## src/rtl/epmp_mem_pkg.sv

```systemverilog
// epmp_mem_pkg -- shared definitions for the epmp_mem_resp memory responder.
//   state_t : responder FSM encoding (IDLE/WAIT/ACK/HOLD)
//   op_t    : access kind captured from the Read/Write strobes
//   CNT_W   : width of the wait-cycle counter (WAIT_CYCLES range 0..15)
package epmp_mem_pkg;

   localparam int unsigned CNT_W = 4;

   typedef enum logic [1:0] {
      ST_IDLE = 2'd0,
      ST_WAIT = 2'd1,
      ST_ACK  = 2'd2,
      ST_HOLD = 2'd3
   } state_t;

   typedef enum logic [1:0] {
      OP_READ  = 2'd0,
      OP_WRITE = 2'd1,
      OP_BOTH  = 2'd2
   } op_t;

endpackage

```

## src/rtl/epmp_mem_resp_if.sv

```systemverilog
// epmp_mem_resp_if -- initiator <-> memory responder bus.
//   master : drives Addr, Data_In, Read, Write; receives Data_Out,
//            Data_Out_En, Ready, Busy, Err
//   slave  : the responder side (mirror of master)
interface epmp_mem_resp_if;

   logic [7:0] Addr;
   logic [7:0] Data_In;
   logic       Read;
   logic       Write;
   logic [7:0] Data_Out;
   logic       Data_Out_En;
   logic       Ready;
   logic       Busy;
   logic       Err;

   modport master (
      output Addr, Data_In, Read, Write,
      input  Data_Out, Data_Out_En, Ready, Busy, Err
   );

   modport slave (
      input  Addr, Data_In, Read, Write,
      output Data_Out, Data_Out_En, Ready, Busy, Err
   );

endinterface

```

## src/rtl/epmp_mem_array.sv

```systemverilog
// epmp_mem_array -- 256x8 storage, no reset.
//   clk     : write clock (rising edge)
//   we_i    : write enable
//   waddr_i : write address
//   wdata_i : write data
//   raddr_i : read address (combinational read)
//   rdata_o : read data
module epmp_mem_array (
   input  logic       clk,
   input  logic       we_i,
   input  logic [7:0] waddr_i,
   input  logic [7:0] wdata_i,
   input  logic [7:0] raddr_i,
   output logic [7:0] rdata_o
);

   logic [7:0] mem_q [256];

   always_ff @(posedge clk) begin
      if (we_i) mem_q[waddr_i] <= wdata_i;
   end

   assign rdata_o = mem_q[raddr_i];

endmodule

```

## src/rtl/epmp_mem_resp.sv

```systemverilog
// epmp_mem_resp -- wait-state memory responder in front of a 256x8 array.
//   clk   : system clock, rising edge
//   Reset : synchronous, active-high; array contents are kept
//   bus   : epmp_mem_resp_if.slave (Addr, Data_In, Read, Write in;
//           Data_Out, Data_Out_En, Ready, Busy, Err out)
// Parameters: WAIT_CYCLES (0..15) wait cycles before Ready;
//             WP_LIMIT highest write-protected address.
// Build option: define EPMP_MEM_WP_EN to make writes to Addr<=WP_LIMIT
// fail with Err instead of updating the array.
module epmp_mem_resp
   import epmp_mem_pkg::*;
#(
   parameter int unsigned WAIT_CYCLES = 2,
   parameter logic [7:0]  WP_LIMIT    = 8'h0F
) (
   input  logic              clk,
   input  logic              Reset,
   epmp_mem_resp_if.slave    bus
);

`ifdef EPMP_MEM_WP_EN
   localparam bit WP_EN = 1'b1;
`else
   localparam bit WP_EN = 1'b0;
`endif

   state_t             state_q;
   logic [CNT_W-1:0]   cnt_q;
   op_t                op_q;
   logic               fault_q;
   logic [7:0]         addr_q;
   logic [7:0]         wdata_q;
   logic               ready_q;
   logic               err_q;
   logic               busy_q;
   logic               doe_q;
   logic [7:0]         dout_q;

   op_t                cap_op;
   logic               cap_fault;
   op_t                acc_op;
   logic               acc_fault;
   logic [7:0]         rd_addr;
   logic [7:0]         rd_data;
   logic               we;

   // ACK can be entered straight from IDLE (WAIT_CYCLES=0), so the access
   // attributes and read address come from the live bus in IDLE and from
   // the captured registers otherwise.
   always_comb begin
      cap_op = OP_READ;
      if (bus.Read && bus.Write) cap_op = OP_BOTH;
      else if (bus.Write)        cap_op = OP_WRITE;
      cap_fault = (cap_op == OP_BOTH) ||
                  ((cap_op == OP_WRITE) && WP_EN && (bus.Addr <= WP_LIMIT));
      if (state_q == ST_IDLE) begin
         acc_op    = cap_op;
         acc_fault = cap_fault;
         rd_addr   = bus.Addr;
      end else begin
         acc_op    = op_q;
         acc_fault = fault_q;
         rd_addr   = addr_q;
      end
      // Write lands on the edge leaving ACK; a reset on that edge drops it.
      we = (state_q == ST_ACK) && (op_q == OP_WRITE) && !fault_q && !Reset;
   end

   epmp_mem_array u_array (
      .clk     (clk),
      .we_i    (we),
      .waddr_i (addr_q),
      .wdata_i (wdata_q),
      .raddr_i (rd_addr),
      .rdata_o (rd_data)
   );

   always_ff @(posedge clk) begin
      if (Reset) begin
         state_q <= ST_IDLE;
         cnt_q   <= '0;
         op_q    <= OP_READ;
         fault_q <= 1'b0;
         addr_q  <= '0;
         wdata_q <= '0;
         ready_q <= 1'b0;
         err_q   <= 1'b0;
         busy_q  <= 1'b0;
         doe_q   <= 1'b0;
         dout_q  <= '0;
      end else begin
         ready_q <= 1'b0;
         err_q   <= 1'b0;
         doe_q   <= 1'b0;
         dout_q  <= '0;
         case (state_q)
            ST_IDLE: begin
               busy_q <= 1'b0;
               if (bus.Read || bus.Write) begin
                  op_q    <= cap_op;
                  fault_q <= cap_fault;
                  addr_q  <= bus.Addr;
                  wdata_q <= bus.Data_In;
                  busy_q  <= 1'b1;
                  if (WAIT_CYCLES == 0) begin
                     state_q <= ST_ACK;
                     cnt_q   <= '0;
                     ready_q <= 1'b1;
                     err_q   <= acc_fault;
                     doe_q   <= (acc_op == OP_READ);
                     dout_q  <= (acc_op == OP_READ) ? rd_data : '0;
                  end else begin
                     state_q <= ST_WAIT;
                     cnt_q   <= CNT_W'(WAIT_CYCLES);
                  end
               end
            end
            ST_WAIT: begin
               busy_q <= 1'b1;
               cnt_q  <= cnt_q - 1'b1;
               // Counter hits zero on this edge: enter ACK now.
               if (cnt_q == CNT_W'(1)) begin
                  state_q <= ST_ACK;
                  ready_q <= 1'b1;
                  err_q   <= acc_fault;
                  doe_q   <= (acc_op == OP_READ);
                  dout_q  <= (acc_op == OP_READ) ? rd_data : '0;
               end
            end
            ST_ACK: begin
               busy_q  <= 1'b1;
               state_q <= ST_HOLD;
            end
            ST_HOLD: begin
               if (!bus.Read && !bus.Write) begin
                  state_q <= ST_IDLE;
                  busy_q  <= 1'b0;
               end else begin
                  busy_q  <= 1'b1;
               end
            end
            default: begin
               state_q <= ST_IDLE;
               busy_q  <= 1'b0;
            end
         endcase
      end
   end

   assign bus.Ready       = ready_q;
   assign bus.Err         = err_q;
   assign bus.Busy        = busy_q;
   assign bus.Data_Out    = dout_q;
   assign bus.Data_Out_En = doe_q;

endmodule

```

## src/flat_wrapper.sv

```systemverilog
// flat-port wrapper written by rule: the top's interface ports become plain ports
module epmp_mem_resp_flat import epmp_mem_pkg::*;
#(
   parameter int unsigned WAIT_CYCLES = 2,
   parameter logic [7:0]  WP_LIMIT    = 8'h0F
)
  (clk, Reset, bus_Addr, bus_Data_In, bus_Read, bus_Write, bus_Data_Out, bus_Data_Out_En, bus_Ready, bus_Busy, bus_Err);
  epmp_mem_resp_if bus_i ();
  input  logic clk;
  input  logic Reset;
  input wire logic [$bits(bus_i.Addr)-1:0] bus_Addr;
  input wire logic [$bits(bus_i.Data_In)-1:0] bus_Data_In;
  input wire logic [$bits(bus_i.Read)-1:0] bus_Read;
  input wire logic [$bits(bus_i.Write)-1:0] bus_Write;
  output wire logic [$bits(bus_i.Data_Out)-1:0] bus_Data_Out;
  output wire logic [$bits(bus_i.Data_Out_En)-1:0] bus_Data_Out_En;
  output wire logic [$bits(bus_i.Ready)-1:0] bus_Ready;
  output wire logic [$bits(bus_i.Busy)-1:0] bus_Busy;
  output wire logic [$bits(bus_i.Err)-1:0] bus_Err;
  assign bus_i.Addr = bus_Addr;
  assign bus_i.Data_In = bus_Data_In;
  assign bus_i.Read = bus_Read;
  assign bus_i.Write = bus_Write;
  assign bus_Data_Out = bus_i.Data_Out;
  assign bus_Data_Out_En = bus_i.Data_Out_En;
  assign bus_Ready = bus_i.Ready;
  assign bus_Busy = bus_i.Busy;
  assign bus_Err = bus_i.Err;
  epmp_mem_resp #(.WAIT_CYCLES(WAIT_CYCLES), .WP_LIMIT(WP_LIMIT)) u_core (.clk(clk), .Reset(Reset), .bus(bus_i));
endmodule
```

## config.mk

```make
export PLATFORM = sky130hd
export DESIGN_NAME = epmp_mem_resp_flat
export DESIGN_NICKNAME = d
export VERILOG_FILES = /design/src/rtl/epmp_mem_pkg.sv /design/src/rtl/epmp_mem_resp_if.sv /design/src/rtl/epmp_mem_array.sv /design/src/rtl/epmp_mem_resp.sv /design/src/flat_wrapper.sv
export SDC_FILE = /design/constraint.sdc
export NUM_CORES = 2
export LEC_CHECK = 0
export ABC_CLOCK_PERIOD_IN_PS = 11300
export BUFFER_PORTS_ARGS = -buffer_cell sky130_fd_sc_hd__buf_2
export CORE_MARGIN = 5
export CORE_UTILIZATION = 40
export DETAILED_ROUTE_END_ITERATION = 10
export SYNTH_ARGS = -nofsm -noshare
export SYNTH_HDL_FRONTEND = slang
export SYNTH_HIERARCHICAL = 1
export SYNTH_SLANG_ARGS = --single-unit
```

## constraint.sdc

```tcl
create_clock -name clk -period 11.3 [get_ports clk]
set_input_delay 0.565 -clock clk [delete_from_list [all_inputs] [get_ports clk]]
set_output_delay 0.565 -clock clk [all_outputs]
set_load 0.03 [all_outputs]
```

### After elaboration in Yosys (flattened, before gate mapping)

Memories as Yosys holds them, arrays and structs flattened. A register that Yosys moved wholly into a read port is not among the register bits.
Index checks and enable logic that the tools add are counted.

* flip-flop bits (word level): 29
* bits in writable memories: 2048
* memories: 1
* word-level logic and storage cells: 61

* equality and inequality tests: 9
* add/sub/neg operators: 1
* muxes and demuxes: 17
* bitwise logic cells: 3
* reduce and logical (&&, ||, !) cells: 20

Memory list
* u_core.u_array.mem_q: words 256, bits a word 8, rd ports 1, clocked after Yosys merged registers in 1, write ports 1, line epmp_mem_array.sv:17 `logic [7:0] mem_q [256];`

Operator list (number)
* two-way mux 2 bit: 5
* two-way mux 8 bit: 1
* case mux 2 bit (4 select lines): 1
* case mux 4 bit (2 select lines): 1
* two-way mux 1 bit: 7
* equality test 2 bit (second input constant): 3
* logical AND 1 bit: 5
* equality test 2 x 1 -> 1 bit (second input constant): 2
* equality test 4 x 1 -> 1 bit (second input constant): 1
* zero test 1 bit: 4
* zero test 2 bit: 2
* two-way mux 4 bit: 1
* inequality test 2 x 1 -> 1 bit (second input constant): 2
* AND reduction 2 bit: 2
* OR reduction 2 bit: 2
* OR reduction 4 bit: 1
* subtractor 4 x 1 -> 4 bit (second input constant): 1
* NOT 1 bit: 3
* case mux 1 bit (3 select lines): 1
* AND reduction 3 bit: 1
* OR reduction 3 bit: 1
* inequality test 2 bit (second input constant): 1
* nonzero test 2 bit: 1
* logical OR 1 bit: 1

### Logic depth before layout (Yosys ltp)

* word-level depth: 6
* gate-level depth with buffers: 16
* gate-level depth less buffers: 10

### Modules after synthesis

The synthesis kept the hierarchy.

By module, submodules not included
* epmp_mem_array: instances 1, sequential area each 61499.0 um^2, area each 79396.1 um^2, cells each 3725
* epmp_mem_resp: instances 1, sequential area each 720.7 um^2, area each 1534.0 um^2, cells each 169

### Worst setup path before layout

No wires, ideal clock.

* kind: reg2reg
* start point: register u_core.wdata_q[0]
* end point: memory u_core.u_array.mem_q[0][0] (data pin)
* data required time: 10.444 ns
* setup time: 0.856 ns
* stages on the path, launching flop included: 1
* setup slack: 7.047 ns
* data arrival time: 3.397 ns
* path buffers: 0
* cells stage by stage: dfxtp_1

RTL lines
* start: declaration: line epmp_mem_resp.sv:32 `logic [7:0] wdata_q;`
* start signal: assignment: line epmp_mem_resp.sv:103 `wdata_q <= bus.Data_In;`
* end: declaration: line epmp_mem_array.sv:17

Straight into the memory's write port.

### Final worst setup path

* start point: register u_core.state_q[0]
* end point: register u_core.dout_q[3], in the netlist u_core/bus.Data_Out[3]

RTL lines
* start: declaration: line epmp_mem_resp.sv:27 `state_t state_q;`
* start signal: assignment: line epmp_mem_resp.sv:80 `state_q <= ST_IDLE;`
* start signal: assignment: line epmp_mem_resp.sv:106 `state_q <= ST_ACK;`
* start signal: assignment: line epmp_mem_resp.sv:113 `state_q <= ST_WAIT;`
* zero test 2 bit: line epmp_mem_resp.sv:56 `if (state_q == ST_IDLE) begin`
* two-way mux 8 bit: line epmp_mem_resp.sv:56
* named net u_core.rd_addr[0]: line epmp_mem_resp.sv:43 `logic [7:0] rd_addr;`
* end signal: assignment: line epmp_mem_resp.sv:111 `dout_q <= (acc_op == OP_READ) ? rd_data : '0;`
* end signal: assignment: line epmp_mem_resp.sv:127 `dout_q <= (acc_op == OP_READ) ? rd_data : '0;`
* end: declaration: line epmp_mem_resp.sv:37 `logic [7:0] dout_q;`

The timed path passes the listed nets, and every way through them passes these cells.
A chain may end at the register's enable or synchronous reset.

==> impl_metrics.toml <==
[die]
die_area_um2 = 211000
dieHeight_um = 460
row_count = 165
initial_core_util_pct = 40.1
io_pins = 32
core_um2 = 202000
die_x_um = 460

[logic_synthesis]
yosys-top-cells-area = "edfxtp_1, mux4_2, mux2i_1"
synth_xor_area_share_pct = 0
synthesis.area_um2 = 80900
ys_warn_count = 6
ys.flop_type = "edfxtp_1"
yosysTopAreaCellShare_pct = 76.0
async_reset_ff_share_pct = 0
synth_cells = 3894
synthAdderAreaFrac_pct = 0.124
syn-num-nets = 3922
synth-edff-count = 2048
yosysSeqAreaShare_pct = 76.9
synthMuxAreaShare_pct = 14.5
synth_cell_type_count = 65
yosys.area.top_type = "edfxtp_1"
synth-compound-area-share_pct = 3.61
synth_seq_cells = 2084
syn_area_per_cell_um2 = 20.8
yosys.area_share.simple_pct = 3.01
synth_top_family_by_area = "multiplexers"

[clock_network]
clock_latency_ps = 840
htree_levels = 4
cts_root_buf = "clkbuf_16"
cts_tree = "built"
clock-sinks = 2084
cts_resized = 0
cts_setup_buffers = 0
numCtsBuffers = 201
clockBufferDepth = 3
path_clk_slew_ps = 60

[setup_path]
critPathRequiredTime_ps = 12030
cp_num_buf_inv = 4
crit_top_cell = "buf_4"
crit_start = "u_core/state_q[0]"
start_kind = "flip-flop"
path_class = "reg2reg"
max_stage_delay_ps = 850
endpoint_kind = "flip-flop"
r2r_start = "u_core/state_q[0]"
cp_cell_sequence = "inv_1 -> ha_1 -> buf_4 -> mux2_8 -> buf_4 -> buf_12 -> mux4_2 -> nand2b_1 -> a311oi_1 -> o221ai_1 -> a211oi_1 -> nor4_1 -> and2_1"
critical_path_peak_fanout = 105
critical-path-top-delay-family = "buffers and inverters"
cpMaxStageDelayCell = "mux2_8"
cp.arrival_ps = 6550

[sta]
tightest_slew_ps = 1410
setup_ws_ps = 5480
layout_min_cycle_time_ps = 5820
rsz0062_at_grt = "no"
holdWs_ps = 90.1
slew_violations = 0
setup_viol = 0
fmax_mhz = 172
maxSlewHeadroom_pct = 5.24
final_hold_viol_count = 0
skew_ps = 28.3
fin_setup_tns_ps = 0
final.period_utilization_pct = 51.5

[grt]
grt_pass1_wl_um = 293000
grt_max_degree = 213
overflow = 0
grtUsageMet3_pct = 3.94
antenna_found_initial = 9
busiest_layer = "met2"
gr-usage-all-layers_pct = 19.1
grtUsageMet1_pct = 27.1
first_global_vias = 39668
grtUsageMet2_pct = 30.2

[finish]
fillCellCount = 16859
seqCellArea_um2 = 62200
layout_common_cells = "edfxtp_1, mux4_2, nor2_1, clkbuf_16, mux2i_1"
fin_area_um2 = 90300
layout_commonest_cell = "edfxtp_1"
fin_util_pct = 44.8
final_nets = 4005
multi_input_area_um2 = 17300
area_delta_synth_final_pct = 11.6
drive_above_1_share_pct = 21.2

[route]
routed_wirelength_um = 204000
wl_per_cell_um = 29.9
num_vias = 39810
first_pass_iters = 5
via_per_inst = 5.84
drt_iter0_markers = 4422
antenna_left = 0
drc = 0

[outcome]
run_status = "completed"

[placed_design]
dp_worst_setup_slack_ps = 5320
dp_hpwl_um = 120000
port_buffers = 31
globalplace.congestion = 0.800
dpl-instance-area_um2 = 83700

[pwr]
power_density_nw_per_um2 = 225
max-vdd-ir-drop_mv = 0.182
leakage_nw = 27.6

[hold_path]
hp-class = "in2reg"
hold_path_startpoint = "bus_Write"

[job]
cap_viol_max_count = 0
Yosys cell counts (all sizes together) (2+ instances only):
cell type	instances
nor4b	2
nand3	38
a31oi	3
a22o	8
nor2	284
nand4b	2
o22a	5
or3b	2
nor3	23
or2	4
a22oi	133
mux2	9
nand3b	3
dfxtp	36
mux4	456
o221ai	47
clkbuf	114
nor4	27
buf	127
a21oi	119
nand2	69
nor2b	33
inv	6
o32ai	5
nand2b	14
a221oi	14
a311oi	3
ha	8
o211ai	10
nand4	10
and3b	2
a2111oi	5
edfxtp	2048
and2	15
mux2i	136
o22ai	29
a211oi	17
nor3b	2
o21ai	15
stage by stage:
stage / power, W / std cells
2_1_floorplan: 0.0125 / 3894
3_3_place_gp: 0.0139 / 6425
3_5_place_dp: 0.0139 / 6429
4_1_cts: 0.0205 / 6818
5_1_grt: 0.0211 / 6818
6_report: 0.0203 / 6819
where the power goes:
| part | switching (W) | total [W] | internal (W) |
|---|---|---|---|
| clock | 0.00286 | 0.00660 | 0.00373 |
| sequential | 0.000175 | 0.00916 | 0.00898 |
| combinational | 0.00291 | 0.00458 | 0.00167 |
cell type report:
cell class,instances,share of cell area [%]
flip-flops and latches,2084,68.9
multi-input cells,1562,19.2
clock buffers,254,5.86
well taps,2672,3.70
clock inverters,118,1.28
repair buffers,121,1.06
inverters,7,0.0291
diodes,1,0.00277
tightest hold or removal path, delay by kind of cell:
family,cells,cell delay (ps)
and+or+nand+nor,1,110
buffers and inverters,1,150
AOI/OAI and AO/OA,1,60
cells by family (layout without fill, tap and decap cells):
| family | Yosys count | count (layout) |
|---|---|---|
| other | 0 | 1 |
| buffers and inverters | 248 | 500 |
| AOI/OAI and AO/OA | 420 | 420 |
| adders and majority gates | 8 | 8 |
| muxes | 601 | 601 |
| DFF | 2084 | 2084 |
| and+or+nand+nor | 533 | 533 |
metal layers:
metal  up-vias  part of all wire, %
met1     21432                   41
li1      16413                    -
met2      1619                   48
met3       332                  7.7
met5         -                0.053
met4        14                  2.9
registers in the layout, summed over array words and instances, names as in the netlist:
signal                  flops
u_core/op_q                 2
u_core/u_array/mem_q     2048
u_core/cnt_q                4
u_core/bus.Data_Out_En      1
u_core/addr_q               8
u_core/bus.Err              1
u_core/wdata_q              8
u_core/bus.Ready            1
u_core/state_q              2
u_core/bus.Busy             1
u_core/bus.Data_Out         8
final timing paths:
path | to | slack [ps] | cells past startpoint
max | u_core/bus.Data_Out[3] | 5480 | 13
min | u_core/op_q[1] | 90 | 3
max reg2reg | u_core/bus.Data_Out[3] | 5480 | 13
min reg2reg | u_core/cnt_q[0] | 510 | 2
repair_timing:
| action | CTS | global route |
|---|---|---|
| endpoints found under the hold margin | 17 | 0 |
| endpoints found under the setup margin | 0 | 0 |
| hold buffers | 17 | 0 |
Note: power is estimated with default switching activity, not from simulation.
